==> src/rtl/vpi_net_pkg.sv <==
// Shared types, constants and pattern function for the VPI net pattern generator.
// Optional watchdog macro: VPI_NET_PATTERN_TIMEOUT_EN.
package vpi_net_pkg;

  typedef enum logic [2:0] {
    S_IDLE,
    S_LOAD,
    S_DRIVE,
    S_HOLD,
    S_DONE
  } state_e;

  localparam logic [7:0] ERR_MAX       = 8'd255;
  // Watchdog value reached on the 256th consecutive DRIVE cycle.
  localparam logic [7:0] TIMEOUT_LIMIT = 8'd255;
  localparam int unsigned PAT_MAX_W    = 64;

  // Element e of pattern k is (k+e) mod 2^width, inverted for odd k; element 0 in the LSBs.
  function automatic logic [PAT_MAX_W-1:0] pattern_of(input logic [7:0]  k,
                                                      input int unsigned width,
                                                      input int unsigned depth);
    logic [PAT_MAX_W-1:0] mask;
    logic [PAT_MAX_W-1:0] elem;
    logic [PAT_MAX_W-1:0] res;
    mask = (PAT_MAX_W'(1) << width) - PAT_MAX_W'(1);
    res  = '0;
    for (int unsigned e = 0; e < depth; e++) begin
      elem = (PAT_MAX_W'(k) + PAT_MAX_W'(e)) & mask;
      if (k[0]) elem = ~elem & mask;
      res = res | (elem << (e * width));
    end
    return res;
  endfunction

endpackage

==> src/rtl/vpi_net_sat_cnt.sv <==
// 8-bit saturating up-counter with synchronous clear (clear wins over increment).
module vpi_net_sat_cnt
  import vpi_net_pkg::*;
(
  input  logic       clk,
  input  logic       reset,
  input  logic       inc,
  input  logic       clr,
  output logic [7:0] cnt
);

  logic [7:0] cnt_q;
  logic [7:0] cnt_d;

  // Next count: clear, saturating increment, or hold.
  always_comb begin
    cnt_d = cnt_q;
    if (clr) begin
      cnt_d = '0;
    end else if (inc && (cnt_q != ERR_MAX)) begin
      cnt_d = cnt_q + 8'd1;
    end
  end

  // Count register.
  always_ff @(posedge clk or posedge reset) begin
    if (reset) cnt_q <= '0;
    else       cnt_q <= cnt_d;
  end

  assign cnt = cnt_q;

endmodule

==> src/rtl/vpi_net_pattern_gen.sv <==
// Pattern generator: drives NPAT patterns with a valid/ack handshake, checks the
// echoed readback and keeps a saturating error count.
// Optional DRIVE watchdog enabled by defining VPI_NET_PATTERN_TIMEOUT_EN.
module vpi_net_pattern_gen
  import vpi_net_pkg::*;
#(
  parameter int unsigned WIDTH = 2,
  parameter int unsigned DEPTH = 3,
  parameter int unsigned NPAT  = 8,
  parameter int unsigned HOLD  = 2
)(
  input  logic                   clk,
  input  logic                   reset,
  input  logic                   start,
  output logic [DEPTH*WIDTH-1:0] pat_o,
  output logic                   pat_valid,
  input  logic                   pat_ack,
  input  logic [DEPTH*WIDTH-1:0] rd_back,
  output logic [7:0]             pat_idx,
  output logic                   busy,
  output logic                   done,
  output logic [7:0]             err_cnt,
  output logic                   err
);

  localparam int unsigned PAT_W  = DEPTH * WIDTH;
  localparam int unsigned HOLD_W = (HOLD > 1) ? $clog2(HOLD) : 1;

  state_e             state_q, state_d;
  logic [PAT_W-1:0]   pat_o_q, pat_o_d;
  logic               pat_valid_q, pat_valid_d;
  logic [7:0]         pat_idx_q, pat_idx_d;
  logic               busy_q, busy_d;
  logic               done_q, done_d;
  logic               err_q, err_d;
  logic [HOLD_W-1:0]  hold_cnt_q, hold_cnt_d;
  logic               err_inc;
  logic               err_clr;
  logic               timeout;
  logic               last_pat;

  assign last_pat = (pat_idx_q == 8'(NPAT - 1));

`ifdef VPI_NET_PATTERN_TIMEOUT_EN
  logic [7:0] wd_cnt;

  // Watchdog counts DRIVE cycles and restarts on every LOAD.
  vpi_net_sat_cnt u_wdog (
    .clk   (clk),
    .reset (reset),
    .inc   (state_q == S_DRIVE),
    .clr   (state_q == S_LOAD),
    .cnt   (wd_cnt)
  );

  assign timeout = (state_q == S_DRIVE) && (wd_cnt == TIMEOUT_LIMIT);
`else
  assign timeout = 1'b0;
`endif

  // Mismatch counter; cleared when a new run starts.
  vpi_net_sat_cnt u_err_cnt (
    .clk   (clk),
    .reset (reset),
    .inc   (err_inc),
    .clr   (err_clr),
    .cnt   (err_cnt)
  );

  // Next-state and registered-output computation.
  always_comb begin
    state_d    = state_q;
    pat_o_d    = pat_o_q;
    pat_idx_d  = pat_idx_q;
    err_d      = err_q;
    hold_cnt_d = hold_cnt_q;
    err_inc    = 1'b0;
    err_clr    = 1'b0;

    case (state_q)
      S_IDLE, S_DONE: begin
        if (start) begin
          state_d   = S_LOAD;
          pat_idx_d = '0;
          err_d     = 1'b0;
          err_clr   = 1'b1;
        end
      end
      S_LOAD: begin
        pat_o_d    = PAT_W'(pattern_of(pat_idx_q, WIDTH, DEPTH));
        hold_cnt_d = '0;
        state_d    = S_DRIVE;
      end
      S_DRIVE: begin
        if (pat_ack || timeout) begin
          // An ack takes priority over a coincident timeout.
          if (!pat_ack || (rd_back != pat_o_q)) begin
            err_inc = 1'b1;
            err_d   = 1'b1;
          end
          if (HOLD == 0) begin
            if (last_pat) begin
              state_d = S_DONE;
            end else begin
              pat_idx_d = pat_idx_q + 8'd1;
              state_d   = S_LOAD;
            end
          end else begin
            state_d = S_HOLD;
          end
        end
      end
      S_HOLD: begin
        if (hold_cnt_q == HOLD_W'(HOLD - 1)) begin
          if (last_pat) begin
            state_d = S_DONE;
          end else begin
            pat_idx_d = pat_idx_q + 8'd1;
            state_d   = S_LOAD;
          end
        end else begin
          hold_cnt_d = hold_cnt_q + HOLD_W'(1);
        end
      end
      default: state_d = S_IDLE;
    endcase

    pat_valid_d = (state_d == S_DRIVE);
    busy_d      = (state_d == S_LOAD) || (state_d == S_DRIVE) || (state_d == S_HOLD);
    done_d      = (state_d == S_DONE);
  end

  // State and output registers.
  always_ff @(posedge clk or posedge reset) begin
    if (reset) begin
      state_q     <= S_IDLE;
      pat_o_q     <= '0;
      pat_valid_q <= 1'b0;
      pat_idx_q   <= '0;
      busy_q      <= 1'b0;
      done_q      <= 1'b0;
      err_q       <= 1'b0;
      hold_cnt_q  <= '0;
    end else begin
      state_q     <= state_d;
      pat_o_q     <= pat_o_d;
      pat_valid_q <= pat_valid_d;
      pat_idx_q   <= pat_idx_d;
      busy_q      <= busy_d;
      done_q      <= done_d;
      err_q       <= err_d;
      hold_cnt_q  <= hold_cnt_d;
    end
  end

  assign pat_o     = pat_o_q;
  assign pat_valid = pat_valid_q;
  assign pat_idx   = pat_idx_q;
  assign busy      = busy_q;
  assign done      = done_q;
  assign err       = err_q;

endmodule

==> config.mk <==
export PLATFORM = sky130hd
export DESIGN_NAME = vpi_net_pattern_gen
export DESIGN_NICKNAME = d
export VERILOG_FILES = /design/src/rtl/vpi_net_pkg.sv /design/src/rtl/vpi_net_sat_cnt.sv /design/src/rtl/vpi_net_pattern_gen.sv
export SDC_FILE = /design/constraint.sdc
export NUM_CORES = 1
export LEC_CHECK = 0
export CAP_MARGIN = 20
export CORE_UTILIZATION = 30
export CTS_BUF_LIST = sky130_fd_sc_hd__clkbuf_8
export DETAILED_ROUTE_END_ITERATION = 8
export MAX_ROUTING_LAYER = met4
export PLACE_DENSITY = 0.52
export SLEW_MARGIN = 20
export SYNTH_ARGS = -nofsm -noshare
export SYNTH_HDL_FRONTEND = slang
export SYNTH_SLANG_ARGS = --single-unit
==> constraint.sdc <==
create_clock -name clk -period 1.88 [get_ports clk]
set_input_delay 0.282 -clock clk [delete_from_list [all_inputs] [get_ports clk]]
set_output_delay 0.282 -clock clk [all_outputs]
set_load 0.005 [all_outputs]
==> reports/metrics.cfg <==
[yosys]
synth_top_area_share = 0.4770
synth_common_cells = dfrtp_1 (28), nor2_1 (21), nand2_1 (15), inv_1 (9)
synth_edf_count = 0
syn_inst = 151
synth_most_common_cell = dfrtp_1
synth.area.top_cells = dfrtp_1 (48%), nor2_1 (5.4%), nand2_1 (3.8%)
yosysTopAreaCell = dfrtp_1
yosys_warnings = 0
async_flop_share = 1.000
post_synth.cell_area_avg_um2 = 9.728
synth_seq_area_share = 0.4770
synth_cell_types = 41
ys_ff_latch = 28
synth_flop_cell = dfrtp_1
netlist_area_um2 = 1469

[route]
drt-wirelength-per-cell_um = 12.71
routed-via-count = 1288
vias_per_cell = 4.806
drt_wl_total_mm = 3.405
drt_iter0_markers = 54
dr.pass1.iters = 4
ant_nets = 0
drc_errors = 0

[floorplan]
die_y_um = 71.98
start_util = 0.3110
rows = 25
die_x_um = 71.98
core_area_um2 = 4723
io_pins = 36
die_area_um2 = 5180

[placed_design]
hpwl_mm = 2.533
io_buffers = 33
dpl.cell_count = 264
gp_congestion = 0.7574

[cells_and_area]
nets = 214
drive_gt1_frac = 0.1642
diodes = 0
stdcell_count = 268
syn_to_final_growth_pct = 39.35

[grt]
grt.total_usage = 0.1460
grt_max_degree = 29
grt_overflow = 0
grt_pass1_wl_mm = 5.706
antenna_found_initial = 0
grt_pass1_vias = 1230

[cts]
clock_latency_ps = 270
cts_max_path_buffers = 2
clkSinkCount = 28
cts_buffers = 3
h-tree-depth = 1
root_buffer = clkbuf_8
cts_hold_buf = 0
cts_setup_buffers = 0
clk_pin_slew_worst_paths_ps = 100
cts_tree = built

[outcome]
status = complete, no violations

[sta]
setup_viol = 0
rsz0062_at_grt = true
fmax_ghz = 0.5630
hold_viol_final = 0
slew_viol_final = 0
finalSetupTns_ps = 0
min_period_over_period = 0.9447
post-route-min-period_ps = 1776
clock_skew_ps = 4.497

[power_and_ir_drop]
peakVddDrop_v = 0.0005499
power_density_nw_per_um2 = 1223
p_leak_uw = 0.0009017
power_uw = 2504

[setup_path]
setup.worst_path.end_class = flip-flop
critPathMaxFanout = 8
critical_path.startpoint_type = flip-flop
required_ps = 2050
worstPathArrival_ps = 1950
worstSetupPathType = reg -> reg

[min_path]
min_path_type = in -> async

[job]
max_cap_viol_count = 0

through the flow:
stage | hold WS (ps) | area (um2) | util | setup slack (ps)
3_3_place_gp | 489.6 | 1987 | 0.4207 | -63.91
3_5_place_dp | 490.7 | 1987 | 0.4207 | -101.0
5_1_grt | 421.4 | 2047 | 0.4334 | -4.845
2_1_floorplan | 347.4 | 1473 | - | 18.46
6_report | 358.2 | 2047 | 0.4334 | 103.9
4_1_cts | 373.0 | 2042 | 0.4323 | 56.39
timing repair:
item	CTS	global route
hold endpoints to repair	0	0
gates resized for setup	0	1
endpoints found under the setup margin	0	1
path summary, 6_finish.rpt:
check / end / slack [ps] / start / cells after the start
max reg2reg: pat_idx[4] / 100 / pat_idx[7] / 6
max in group asynchronous: done / 1250 / reset / 3
min: err / 360 / reset / 3
max: pat_idx[4] / 100 / pat_idx[7] / 6
min reg2reg: err / 510 / err / 2
min in group clk: err / 510 / err / 2
layer usage:
| layer | wire (um) | vias up | global-route usage |
|---|---|---|---|
| met5 | 0 | - | - |
| li1 | - | 627 | - |
| met2 | 1721 | 24 | 0.2442 |
| met1 | 1567 | 635 | 0.1837 |
| met3 | 85 | 2 | 0.02083 |
| met4 | 31 | 0 | 0.04575 |
critical path, cell delays in order, from the launching register on:
cell and delay [ps]:
dfrtp_1 400, or4_4 570, nor4_4 230, buf_4 220
nor3_1 70, xnor2_1 130, nor2_1 50
state kept, by name (all words and copies together) (netlist names):
signal / flops
state_q: 3
hold_cnt_q: 1
u_err_cnt.cnt: 8
pat_o: 4
err: 1
done: 1
pat_valid: 1
busy: 1
pat_idx: 8
final cells by class:
type                            instances  area [um2]
Clock buffer                            4       55.05
Fill cell                             454        2676
Inverter                                9       33.78
Multi-Input combinational cell        110       715.7
Sequential cell                        28       700.7
Tap cell                               67       83.83
Timing Repair Buffer                   50       457.9
kinds of logic after synthesis:
| group | share of synthesized area |
|---|---|
| mux | 0.05877 |
| other cells | 0.002553 |
| buf+inv | 0.04173 |
| compound gates | 0.1005 |
| fa+ha+maj | 0.01703 |
| simple gates | 0.2606 |
| xor+xnor | 0.04174 |
| flops | 0.4770 |
layout by cell type, fill, tap and decap left out, types with 3 or more instances in the layout:
cell and n:
clkdlybuf4s50_1 33, dfrtp_1 28, nor2_1 21, buf_4 17, nand2_1 15, inv_1 9, nand3_1 6, xnor2_1 6
mux2i_1 5, a21oi_1 4, nor3_1 4, clkbuf_8 4, nand4_1 3, nand2b_1 3, a31oi_1 3, and3_1 3
o21ai_0 3
power by group:
part | internal [uW] | switching, uW
Clock | 188 | 193
Combinational | 638 | 532
Sequential | 774 | 179
Note: power is estimated with default switching activity, not from simulation.
